$ cat src/rtl/multi_channel_mixer_pkg.sv
// Shared types and width helpers for the multi-channel weighted mixer.
// The FSM state encoding and the accumulator width rule live here so the top level and the bench agree.
package multi_channel_mixer_pkg;

  typedef enum logic [1:0] {
    IDLE  = 2'd0,
    ACCUM = 2'd1,
    SCALE = 2'd2
  } mixState_t;

  // Wide enough for NUM_CH full-scale products, so the running sum can never wrap.
  function automatic int accWidth(input int sampleW, input int weightW, input int numCh);
    return sampleW + weightW + $clog2(numCh);
  endfunction

endpackage

$ cat src/rtl/multi_channel_mixer_weight_ctrl.sv
// Per-channel weight registers, adjusted by edge-detected fup/fdown on the channel chosen by sel.
// Runs independently of the mixer FSM; the top level takes a shadow copy when a sample is accepted.
module mixer_weight_ctrl
  import multi_channel_mixer_pkg::*;
#(
  parameter int NUM_CH   = 4,
  parameter int WEIGHT_W = 5,
  parameter int SEL_W    = $clog2(NUM_CH)
) (
  input  logic                         clock,
  input  logic                         reset,
  input  logic                         fup,
  input  logic                         fdown,
  input  logic [SEL_W-1:0]             sel,
  output logic [NUM_CH*WEIGHT_W-1:0]   weights
);

  localparam logic [WEIGHT_W-1:0] W_INIT = WEIGHT_W'(1) << (WEIGHT_W - 1);
  localparam logic [WEIGHT_W-1:0] W_MAX  = '1;

  logic                r_fupPrev;
  logic                r_fdownPrev;
  logic [WEIGHT_W-1:0] r_weight [NUM_CH];
  logic                w_up;
  logic                w_down;

  assign w_up   = fup & ~r_fupPrev;
  assign w_down = fdown & ~r_fdownPrev;

  // Simultaneous up and down edges cancel; a sel beyond NUM_CH-1 matches no channel.
  always_ff @(posedge clock or posedge reset) begin
    if (reset) begin
      r_fupPrev   <= 1'b0;
      r_fdownPrev <= 1'b0;
      for (int i = 0; i < NUM_CH; i++) begin
        r_weight[i] <= W_INIT;
      end
    end else begin
      r_fupPrev   <= fup;
      r_fdownPrev <= fdown;
      for (int i = 0; i < NUM_CH; i++) begin
        if (i == int'(sel)) begin
          if (w_up && !w_down && r_weight[i] != W_MAX) begin
            r_weight[i] <= r_weight[i] + 1'b1;
          end else if (w_down && !w_up && r_weight[i] != '0) begin
            r_weight[i] <= r_weight[i] - 1'b1;
          end
        end
      end
    end
  end

  for (genvar g = 0; g < NUM_CH; g++) begin : gPack
    assign weights[g*WEIGHT_W +: WEIGHT_W] = r_weight[g];
  end

endmodule

$ cat src/rtl/multi_channel_mixer.sv
// N-channel weighted mixer: one sequential MAC sums weighted samples, then the sum is
// scaled down by 2^WEIGHT_W and saturated to the sample width.
module multi_channel_mixer
  import multi_channel_mixer_pkg::*;
#(
  parameter int NUM_CH   = 4,
  parameter int SAMPLE_W = 18,
  parameter int WEIGHT_W = 5
) (
  input  logic                                clock,
  input  logic                                reset,
  input  logic                                ready,
  input  logic [NUM_CH*SAMPLE_W-1:0]          audio_in,
  input  logic [NUM_CH-1:0]                   mute,
  input  logic [$clog2(NUM_CH)-1:0]           sel,
  input  logic                                fup,
  input  logic                                fdown,
  output logic signed [SAMPLE_W-1:0]          audio_out,
  output logic                                out_valid,
  output logic [NUM_CH*WEIGHT_W-1:0]          weights,
  output logic                                clip,
  output logic                                overrun
);

  localparam int SEL_W  = $clog2(NUM_CH);
  localparam int PROD_W = SAMPLE_W + WEIGHT_W;
  localparam int ACC_W  = accWidth(SAMPLE_W, WEIGHT_W, NUM_CH);
  localparam logic signed [ACC_W-1:0] SAT_MAX = {{(ACC_W-SAMPLE_W+1){1'b0}}, {(SAMPLE_W-1){1'b1}}};
  localparam logic signed [ACC_W-1:0] SAT_MIN = {{(ACC_W-SAMPLE_W+1){1'b1}}, {(SAMPLE_W-1){1'b0}}};

  mixState_t                      r_state;
  mixState_t                      w_nextState;
  logic [NUM_CH*SAMPLE_W-1:0]     r_samples;
  logic [NUM_CH-1:0]              r_mute;
  logic [NUM_CH*WEIGHT_W-1:0]     r_wShadow;
  logic signed [ACC_W-1:0]        r_acc;
  logic [SEL_W-1:0]               r_idx;
  logic signed [SAMPLE_W-1:0]     r_audioOut;
  logic                           r_outValid;
  logic                           r_clip;
  logic                           r_overrun;

  logic [NUM_CH*WEIGHT_W-1:0]     w_weights;
  logic signed [SAMPLE_W-1:0]     w_x;
  logic [WEIGHT_W-1:0]            w_w;
  logic signed [PROD_W-1:0]       w_xExt;
  logic signed [PROD_W-1:0]       w_wExt;
  logic signed [PROD_W-1:0]       w_prod;
  logic signed [ACC_W-1:0]        w_term;
  logic signed [ACC_W-1:0]        w_scaled;
  logic signed [SAMPLE_W-1:0]     w_sat;
  logic                           w_clipNow;

  mixer_weight_ctrl #(
    .NUM_CH   (NUM_CH),
    .WEIGHT_W (WEIGHT_W),
    .SEL_W    (SEL_W)
  ) uWeightCtrl (
    .clock   (clock),
    .reset   (reset),
    .fup     (fup),
    .fdown   (fdown),
    .sel     (sel),
    .weights (w_weights)
  );

  // Weight is zero-extended so the product is a plain signed multiply of exact width.
  assign w_x    = r_samples[r_idx*SAMPLE_W +: SAMPLE_W];
  assign w_w    = r_wShadow[r_idx*WEIGHT_W +: WEIGHT_W];
  assign w_xExt = {{WEIGHT_W{w_x[SAMPLE_W-1]}}, w_x};
  assign w_wExt = {{SAMPLE_W{1'b0}}, w_w};
  assign w_prod = w_xExt * w_wExt;
  assign w_term = r_mute[r_idx] ? '0 : {{(ACC_W-PROD_W){w_prod[PROD_W-1]}}, w_prod};

  assign w_scaled = r_acc >>> WEIGHT_W;

  always_comb begin
    w_clipNow = 1'b0;
    w_sat     = w_scaled[SAMPLE_W-1:0];
    if (w_scaled > SAT_MAX) begin
      w_sat     = SAT_MAX[SAMPLE_W-1:0];
      w_clipNow = 1'b1;
    end else if (w_scaled < SAT_MIN) begin
      w_sat     = SAT_MIN[SAMPLE_W-1:0];
      w_clipNow = 1'b1;
    end
  end

  always_ff @(posedge clock or posedge reset) begin
    if (reset) r_state <= IDLE;
    else       r_state <= w_nextState;
  end

  always_comb begin
    w_nextState = r_state;
    case (r_state)
      IDLE:    if (ready) w_nextState = ACCUM;
      ACCUM:   if (r_idx == SEL_W'(NUM_CH - 1)) w_nextState = SCALE;
      SCALE:   w_nextState = IDLE;
      default: w_nextState = IDLE;
    endcase
  end

  // A ready outside IDLE is dropped and only flagged; the in-flight sum carries on untouched.
  always_ff @(posedge clock or posedge reset) begin
    if (reset) begin
      r_samples  <= '0;
      r_mute     <= '0;
      r_wShadow  <= '0;
      r_acc      <= '0;
      r_idx      <= '0;
      r_audioOut <= '0;
      r_outValid <= 1'b0;
      r_clip     <= 1'b0;
      r_overrun  <= 1'b0;
    end else begin
      r_outValid <= 1'b0;
      if (ready && r_state != IDLE) r_overrun <= 1'b1;
      case (r_state)
        IDLE: begin
          if (ready) begin
            r_samples <= audio_in;
            r_mute    <= mute;
            r_wShadow <= w_weights;
            r_acc     <= '0;
            r_idx     <= '0;
          end
        end
        ACCUM: begin
          r_acc <= r_acc + w_term;
          r_idx <= r_idx + 1'b1;
        end
        SCALE: begin
          r_audioOut <= w_sat;
          r_outValid <= 1'b1;
          if (w_clipNow) r_clip <= 1'b1;
        end
        default: ;
      endcase
    end
  end

  assign audio_out = r_audioOut;
  assign out_valid = r_outValid;
  assign weights   = w_weights;
  assign clip      = r_clip;
  assign overrun   = r_overrun;

endmodule

$ cat config.mk
export PLATFORM = sky130hd
export DESIGN_NAME = multi_channel_mixer
export DESIGN_NICKNAME = d
export VERILOG_FILES = /design/src/rtl/multi_channel_mixer_pkg.sv /design/src/rtl/multi_channel_mixer_weight_ctrl.sv /design/src/rtl/multi_channel_mixer.sv
export SDC_FILE = /design/constraint.sdc
export NUM_CORES = 1
export LEC_CHECK = 0
export CAP_MARGIN = 20
export CORE_MARGIN = 3
export CORE_UTILIZATION = 43
export DETAILED_ROUTE_END_ITERATION = 10
export SLEW_MARGIN = 40
export SYNTH_ARGS = -nofsm -noshare
export SYNTH_HDL_FRONTEND = slang
export SYNTH_SLANG_ARGS = --single-unit
export TNS_END_PERCENT = 10
$ cat constraint.sdc
create_clock -name clock -period 8.15 [get_ports clock]
set_input_delay 1.63 -clock clock [delete_from_list [all_inputs] [get_ports clock]]
set_output_delay 1.63 -clock clock [all_outputs]
set_load 0.005 [all_outputs]
# After elaboration in Yosys (flattened, before gate mapping)
# Cells that the tools add are included.
# Widths: inputs -> output; s select.
# word_totals
word_cells,106
inputBits,83
ff_bits,168
output_inout_bits,41
# classes
magnitude_cmp,3
shift,2
n_mul,3
n_reduce_logical,33
addsub,10
muxes,23
bitwise,4
eq_ne,12
# ops
op,n
$shiftx 72x8->18,1
$mux 25,2
$pmux 25 s2,1
$mux 5,8
$mux 18,2
$add 25x25->25,1
$mul 18x6->23,1
$add 5x1->5 const B,4
$gt 20x18->1 const B,1
$lt 20x18->1 const B,1
$ne 5x5->1 const B,4
$reduce_bool 5->1,4
$shiftx 20x6->5,1
$sub 5x1->5 const B,4
$reduce_and 2->1,8
$reduce_bool 2->1,6
$logic_and 1x1->1,11
$pmux 2 s2,2
$mul 2x4->6 const B,1
$mux 2,3
$mul 2x3->5 const B,1
$eq 2x2->1 const A,2
$eq 2x2->1 const B,2
$logic_not 2->1,2
10 further kinds,17

# Longest topological paths before layout
# Gate-level depths: netlist of run 1.
# depth
word_depth,7
mapped_depth,28

# By module
# Synthesis of run 1 repeated with hierarchy kept, for this count alone.
# unflattened
cells_unflattened,1327
area_unflattened_um2,12015.3
# modules_own_cells
mod,area_each_um2,n_inst,seq_area_each_um2,cells_each
multi_channel_mixer,10503.8,1,3653.5,1198
mixer_weight_ctrl,1511.4,1,555.5,129

# Worst setup path after synthesis of run 1
# No wires, ideal clock.
# synth_timing
kind,register to register
startpoint,register r_idx[1]
endpoint,register r_acc[23]
path_slack_ps,1371
arrival_ps,6650
synth_period_minus_slack_ps,6779
path_stages_with_launch,28
setup_ps,129
cell_sequence,dfrtp_1 clkbuf_1 clkbuf_1 buf_1 mux4_2 and2_1 fa_1 inv_1 fa_1 fa_1 inv_1 ha_1 o211ai_1 nor2_1 or3b_2 nand3_1 and2_1 xor2_1 nor2_1 ha_1 and3_1 and3_1 and3_1 o211ai_1 a31oi_1 maj3_1 xnor2_1 o21ai_1
# synth_between
elab_chain_cells,6
word_cells_on_any_way,10
cone_classes,add/sub: 1; mul: 3; shift: 2; mux: 4
# synth_lines
element,line_no,text
start: declaration,multi_channel_mixer.sv:37,logic [SEL_W-1:0] r_idx;
start signal: assignment,multi_channel_mixer.sv:131,r_idx <= r_idx + 1'b1;
$mul 2x4->6 or $mul 2x3->5 (tied branches),"multi_channel_mixer.sv:68, multi_channel_mixer.sv:69",
$shiftx 72x8->18 or $shiftx 20x6->5 (tied branches),"multi_channel_mixer.sv:68, multi_channel_mixer.sv:69",
$mul 18x6->23,multi_channel_mixer.sv:72,assign w_prod = w_xExt * w_wExt;
$mux 25 *,multi_channel_mixer.sv:73,"assign w_term = r_mute[r_idx] ? '0 : {{(ACC_W-PROD_W){w_prod[PROD_W-1]}}, w_prod};"
$add 25x25->25 *,multi_channel_mixer.sv:130,r_acc <= r_acc + w_term;
$pmux 25 s2 *,multi_channel_mixer.sv:119,case (r_state)
end signal: assignment,multi_channel_mixer.sv:130,
end: declaration,multi_channel_mixer.sv:36,logic signed [ACC_W-1:0] r_acc;
# Mark *: on every way between the ends. The rest lies on a longest branch, timed or not. The select of a mux whose other input is x is not followed.
# A chain may end at the register's enable or synchronous reset.

# Worst setup path in the final report of run 1
# layout_timing
startpoint,register r_idx[0]
endpoint,register r_acc[24]
# Same word-level chain as after synthesis.

==> run metrics, run 1 <==
status finished, final reports clean; drt first-iter violations approximately 440; setup TNS 0 ns; CP arrival roughly 7.5 ns; Final #Nets between 1500 and 2000; syn_nets roughly 1600; total wire length ~28000 um; root buf cell clkbuf_16; DPL Wire Length ~21000 um; First-pass DRT Iterations 5; Worst Skew between 0.015 and 0.02 ns; post-placement cell area 13800 um^2; post-DR wirelength/cell between 10 and 15 um; crit start category flip-flop; num rows between 60 and 70; Final min period between 7 and 8 ns; Max Cap Viol 0; post-CTS setup buffers 0; kind of cell adding the most delay to the critical path adder cells; CTS sink count 168; ys flop type dfrtp_1; Hold Path Class reg2reg; Setup CP Type reg2reg; DR vias/cell a little over 5; initial antenna violation count 0; Initial Util 0.438; area growth from synthesis to layout 18.0%; Die W 174 um; Mapped Cells about 1400; Max Clock Freq roughly 0.14 GHz; IO Port Bufs between 100 and 150; drt drc 0; crit path capture type flip-flop; Worst path max stage delay a little under 0.8 ns; Final ANT Viol Nets 0; Avg Inst Size Synth around 8.7 um^2; largest net degree at the start of global routing around 110; CTS max path bufs 2; CP max FO 20; Max Slew Vio Count 0; final setup fails 0; Buf/Inv on CP 3; io pins roughly 120; vias in the first global route 9424; asr flop ratio synth 1.00; CTS tree done; Clk Latency, worst-skew pair between 0.4 and 0.5 ns; core box area approximately 28000 um^2; crit share post-route 0.880; Post-synth EDFFs 0; CP required 8.51 ns; # diodes 0; height of the die between 150 and 200 um; vias post-DR around 9500; H-tree depth 4; Cell Area, Synth 12200 um^2; GRT overflow 0; gp weighted congestion about 0.83; critical path's slowest cell dfrtp_2; full die area between 30000 and 40000 um^2; Cell Chain, Critical Path mux4_2 -> and2_1 -> fa_1 -> inv_1 -> fa_1 -> fa_1 -> inv_1 -> ha_1 -> nor2b_1 -> o21ai_0 -> a21boi_0 -> o211ai_1 -> a21oi_1 -> nor3b_1 -> nor4_1 -> ha_1 -> inv_1 -> or2_2 -> a2bb2oi_1 -> o211ai_1 -> a21oi_1 -> o211a_1 -> or3_1 -> nand3_1; sequential share of the synthesized area 0.345; # hold bufs at CTS 0; unrepaired setup endpoints after global routing no; GRT Overall Usage 0.189; post-synthesis sequential element count about 170; final hold violations 0; Worst-Margin Slew roughly 0.80 ns; first-pass GRT wire length about 47000 um; share of post-route cells with drive strength above 1 0.0632; Yosys Warn Count 0; post-synthesis cell type count 60; Final Cell Area approximately 14000 um^2; Clk pin slew, worst setup/hold paths about 0.07 ns; Resized Gates After CTS 0; worst rel slew slack 0.463; Num CTS Buffers 17
cell type report:
| class | instances | area, um^2 |
|---|---|---|
| inverters | 105 | 402 |
| clock buffers | 19 | 443 |
| well taps | 378 | 473 |
| repair buffers | 130 | 1290 |
| fillers | 2599 | 13500 |
| multi-input cells | 1067 | 7380 |
| flip-flops and latches | 168 | 4210 |
| clock inverters | 13 | 184 |
state kept, by name, indices dropped and copies added, names as in the netlist:
name and cells:
r_samples 72, r_acc 25, r_wShadow 20, uWeightCtrl.weights 20, audio_out 18, r_mute 4, r_idx 2, r_state 2
clip 1, out_valid 1, overrun 1, uWeightCtrl.r_fdownPrev 1, uWeightCtrl.r_fupPrev 1
layer usage:
| layer | vias to the layer above | share of wire | global-route usage |
|---|---|---|---|
| met1 | 4577 | 0.49 | 0.269 |
| li1 | 4761 | - | - |
| met2 | 141 | 0.48 | 0.310 |
| met3 | 17 | 0.023 | 0.0256 |
| met5 | - | 0 | 0 |
| met4 | 0 | 0.0096 | 0.0399 |
cell usage in the layout (no fill, tap or decap), types with 7 or more instances in the layout:
master	n
nand2_1	387
dfrtp_1	161
clkdlybuf4s50_1	123
inv_1	104
and2_1	91
o21ai_0	83
ha_1	78
nor2_1	64
fa_1	59
a21oi_1	45
nand3_1	34
xnor2_1	32
mux4_2	24
xor2_1	21
a21o_1	19
clkbuf_16	17
o211ai_1	8
nor2b_1	7
mux2_2	7
and3_1	7
nor3_1	7
o21bai_1	7
worst register-to-register path, cell delays in order, from the launching register on:
cell and delay, ns:
dfrtp_2 0.77, mux4_2 0.77, and2_1 0.23, fa_1 0.53, inv_1 0.05, fa_1 0.46, fa_1 0.54, inv_1 0.04
ha_1 0.32, nor2b_1 0.17, o21ai_0 0.11, a21boi_0 0.42, o211ai_1 0.20, a21oi_1 0.25, nor3b_1 0.32, nor4_1 0.13
ha_1 0.39, inv_1 0.05, or2_2 0.28, a2bb2oi_1 0.14, o211ai_1 0.16, a21oi_1 0.11, o211a_1 0.25, or3_1 0.34
nand3_1 0.08
through the flow:
stage / worst slack [ns] / util / hold WS [ns] / std cells
floorplan: 1.37 / - / 0.440 / 1396
global placement: 1.14 / 0.493 / 0.452 / 1848
detailed placement: 0.950 / 0.494 / 0.459 / 1848
CTS: 0.956 / 0.516 / 0.477 / 1880
global route: 0.352 / 0.517 / 0.497 / 1880
finish: 0.979 / 0.517 / 0.474 / 1880
cell families after synthesis:
kind of cell,Yosys count,share of synthesized area
AOI/OAI and AO/OA,204,0.101
xor gates and xnor gates,53,0.0381
adders and majority gates,138,0.178
buffers and inverters,161,0.0504
DFF,168,0.345
muxes,33,0.0524
and+or+nand+nor,639,0.235
cells in the mapped netlist, types with 3 or more instances:
library cell	n	area, um^2
mux4_2	24	541
or4_1	4	30.0
or2_2	3	18.8
xor2_1	21	184
xnor2_1	32	280
nand4_1	5	31.3
buf_1	7	26.3
nand3b_1	4	30.0
clkbuf_1	46	173
a211oi_1	6	45.0
or3_1	5	31.3
mux2_2	7	78.8
o21ai_0	86	430
a21oi_1	45	225
o21bai_1	7	52.6
nand2b_1	7	43.8
nor3_1	7	35.0
a21o_1	19	143
o211ai_1	8	60.1
a31oi_1	4	25.0
a31o_2	3	26.3
ha_1	78	976
dfrtp_1	164	4100
nand2_1	388	1460
nor2_1	64	240
o21a_1	3	22.5
dfstp_2	4	105
nor3b_1	5	37.5
a21boi_0	3	22.5
nand3_1	34	170
and2_1	92	576
and3_1	7	43.8
fa_1	59	1180
nor2b_1	7	43.8
a211o_1	3	26.3
inv_1	105	394
path summary, 6_finish.rpt:
path / depth (start not counted) / to / slack [ns] / from
max in group asynchronous: 3 / r_samples[62] / 5.36 / reset
min in group asynchronous: 2 / overrun / 1.75 / reset
worst min-delay path: 2 / r_samples[43] / 0.47 / r_samples[43]
worst max register to register: 24 / r_acc[24] / 0.98 / r_idx[0]
worst min register to register: 2 / r_samples[43] / 0.47 / r_samples[43]
worst max-delay path: 24 / r_acc[24] / 0.98 / r_idx[0]
Power of run 1 is not shown: default switching activity piles up to over one toggle a cycle in this logic, so the estimate is an artifact.
==> run 2, diff against run 1 <==
CTS_CLUSTER_SIZE = 25   (was not set)
==> results of run 2 <==
The final DEF is identical to that of run 1; final timing and power are the same.
Power of run 2 is left out for the same reason.
==> run 3, diff against run 2 <==
CELL_PAD_IN_SITES_DETAIL_PLACEMENT = 0   (was not set)
CELL_PAD_IN_SITES_GLOBAL_PLACEMENT = 1   (was not set)
PLACE_DENSITY_LB_ADDON = 0.1   (was not set)
==> run 3 against run 2 <==
Register-to-register slack about the same; cell area about the same; core utilization about the same; die area unchanged; maximum frequency about the same; final cell count up 0.11%.
==> run metrics, run 3 (synthesis gave the netlist of run 1 again) <==
vias post-DR 9483 (-0.14%); area growth from synthesis to layout 18.1% (about the same); multi-input logic area 7380 um^2 (about the same); full die area 30400 um^2 (unchanged); drt first-iter violations 494 (+13%); critical path's slowest cell dfrtp_2; Final min period 7.17 ns (+0.000708 ns); first-pass GRT wire length 49800 um (+4.9%); Reg2Reg Setup Slack 0.98 ns (about the same); Top Registers r_samples: 72 flops, r_acc: 25 flops; H-tree depth 4 (unchanged); kind of cell adding the most delay to the critical path adder cells; Initial Util 0.438 (unchanged); Die W 174 um (unchanged); crit start category flip-flop; Setup CP Type reg2reg; Clk pin slew, worst setup/hold paths 0.07 ns (about the same); CP arrival 7.54 ns (about the same); Worst path max stage delay 0.76 ns (about the same); GRT Overall Usage 0.200 (+0.0114); io pins 124 (unchanged); drt drc 0 (unchanged); r2r startpoint r_idx[0]; DP Worst Slack 0.987 ns (+0.0366 ns); CP max FO 20 (unchanged); most frequent cells in the layout 387 x nand2_1, 161 x dfrtp_1, 123 x clkdlybuf4s50_1, 104 x inv_1, 91 x and2_1; met3 global-route usage 0.0286 (+0.00306); worst rel slew slack 0.442 (-0.0210); largest net degree at the start of global routing 100 (-4.8%); Buf/Inv on CP 3 (unchanged); gp weighted congestion 0.795 (-4.6%); crit path capture type flip-flop; CP required 8.51 ns (about the same); GR Util met1 0.291 (+0.0215); # diodes 0 (unchanged); GRT overflow 0 (unchanged); grt peak-use layer met2; First-pass DRT Iterations 5 (unchanged); Worst-Margin Slew 0.828 ns (+0.0312 ns); Max Clock Freq 0.139 GHz (about the same); DR vias/cell 5.04 (-0.24%); Top reg by flops r_samples; root buf cell clkbuf_16; WHS Path Cells 2 (unchanged); Cell Chain, Critical Path buf_4 -> mux4_2 -> and2_1 -> fa_1 -> ha_1 -> fa_1 -> inv_1 -> fa_1 -> nor2b_1 -> o21ai_0 -> a21boi_0 -> o211ai_1 -> a21oi_1 -> nor3b_1 -> nor4_1 -> ha_1 -> inv_1 -> or2_2 -> a2bb2oi_1 -> o211ai_1 -> a21oi_1 -> o211a_1 -> or3_1 -> nand3_1; vias in the first global route 9775 (+3.7%); worst r2r path cells 24 (unchanged); crit-path most repeated cell fa_1; number of flip-flops in the largest register 72 (unchanged); status finished, final reports clean; final hold violations 0 (unchanged); CTS max path bufs 2 (unchanged); Max Cap Viol 0 (unchanged); initial antenna violation count 0 (unchanged); final setup fails 0 (unchanged); Num CTS Buffers 17 (unchanged); worst hold endpoint r_samples[44]; CTS sink count 168 (unchanged); unrepaired setup endpoints after global routing no; Filler Cells Inserted 2692 (+3.6%); CTS tree done; Worst Skew 0.0214 ns (+0.00407 ns); core box area 27900 um^2 (unchanged); Final #Nets 1711 (+0.12%); post-DR wirelength/cell 15.6 um (+4.4%); IO Port Bufs 123 (unchanged); Reg area 4210 um^2 (unchanged); hold_sp r_samples[44]; crit share post-route 0.880 (about the same); DPL Wire Length 22100 um (+4.6%); Final ANT Viol Nets 0 (unchanged); height of the die 174 um (unchanged); setup TNS 0 ns (unchanged); post-CTS setup buffers 0 (unchanged); # hold bufs at CTS 0 (unchanged); Clk Latency, worst-skew pair 0.44 ns (about the same); met2 usage in global routing 0.323 (+0.0126); num rows 61 (unchanged); final worst slack 0.978 ns (-0.000708 ns); total wire length 29300 um (+4.6%); Reg2Reg Capture Point r_acc[24]; Hold Path Class reg2reg; Max Slew Vio Count 0 (unchanged); Resized Gates After CTS 0 (unchanged); share of post-route cells with drive strength above 1 0.0632 (-0.0000841); most common cell after layout, fill and taps aside nand2_1
run 3: metal layers:
metal  up-vias  wire length (um)
li1       4755                 -
met1      4564             14300
met2       145             13900
met3        19               861
met4         0               296
met5         -                 0
run 3: through the flow:
step	util	hold slack [ns]	instance area (um^2)	cells
CTS	0.517	0.475	14400	1882
floorplan	-	0.440	12200	1396
detailed placement	0.495	0.459	13800	1850
finish	0.517	0.473	14400	1882
global placement	0.494	0.454	13800	1849
global route	0.517	0.492	14400	1882
run 3: worst max path at each step:
stage                     startpoint        end  slack [ns]  depth (start not counted)
after floorplan             r_idx[1]  r_acc[23]        1.37                         27
after global placement      r_idx[0]  r_acc[24]        1.07                         24
after detailed placement    r_idx[0]  r_acc[24]        0.99                         24
after CTS                   r_idx[0]  r_acc[24]        0.94                         24
after global routing        r_idx[0]  r_acc[24]        0.38                         24
final                       r_idx[0]  r_acc[24]        0.98                         24
run 3: final cells by class:
type,instances,share of cell area
Inverter,105,0.0279
Tap cell,378,0.0329
Sequential cell,168,0.293
Clock inverter,12,0.0114
Clock buffer,20,0.0310
Timing Repair Buffer,132,0.0916
Multi-Input combinational cell,1067,0.513
run 3: worst register-to-register path, delay by kind of cell, from the launching register on:
kind            cells  cell delay, ns
mux                 1            0.57
compound gates      8            1.60
fa+ha+maj           5            2.21
buf+inv             3            0.45
flops               1            0.76
simple gates        7            1.52
Power of run 3 is left out for the same reason.
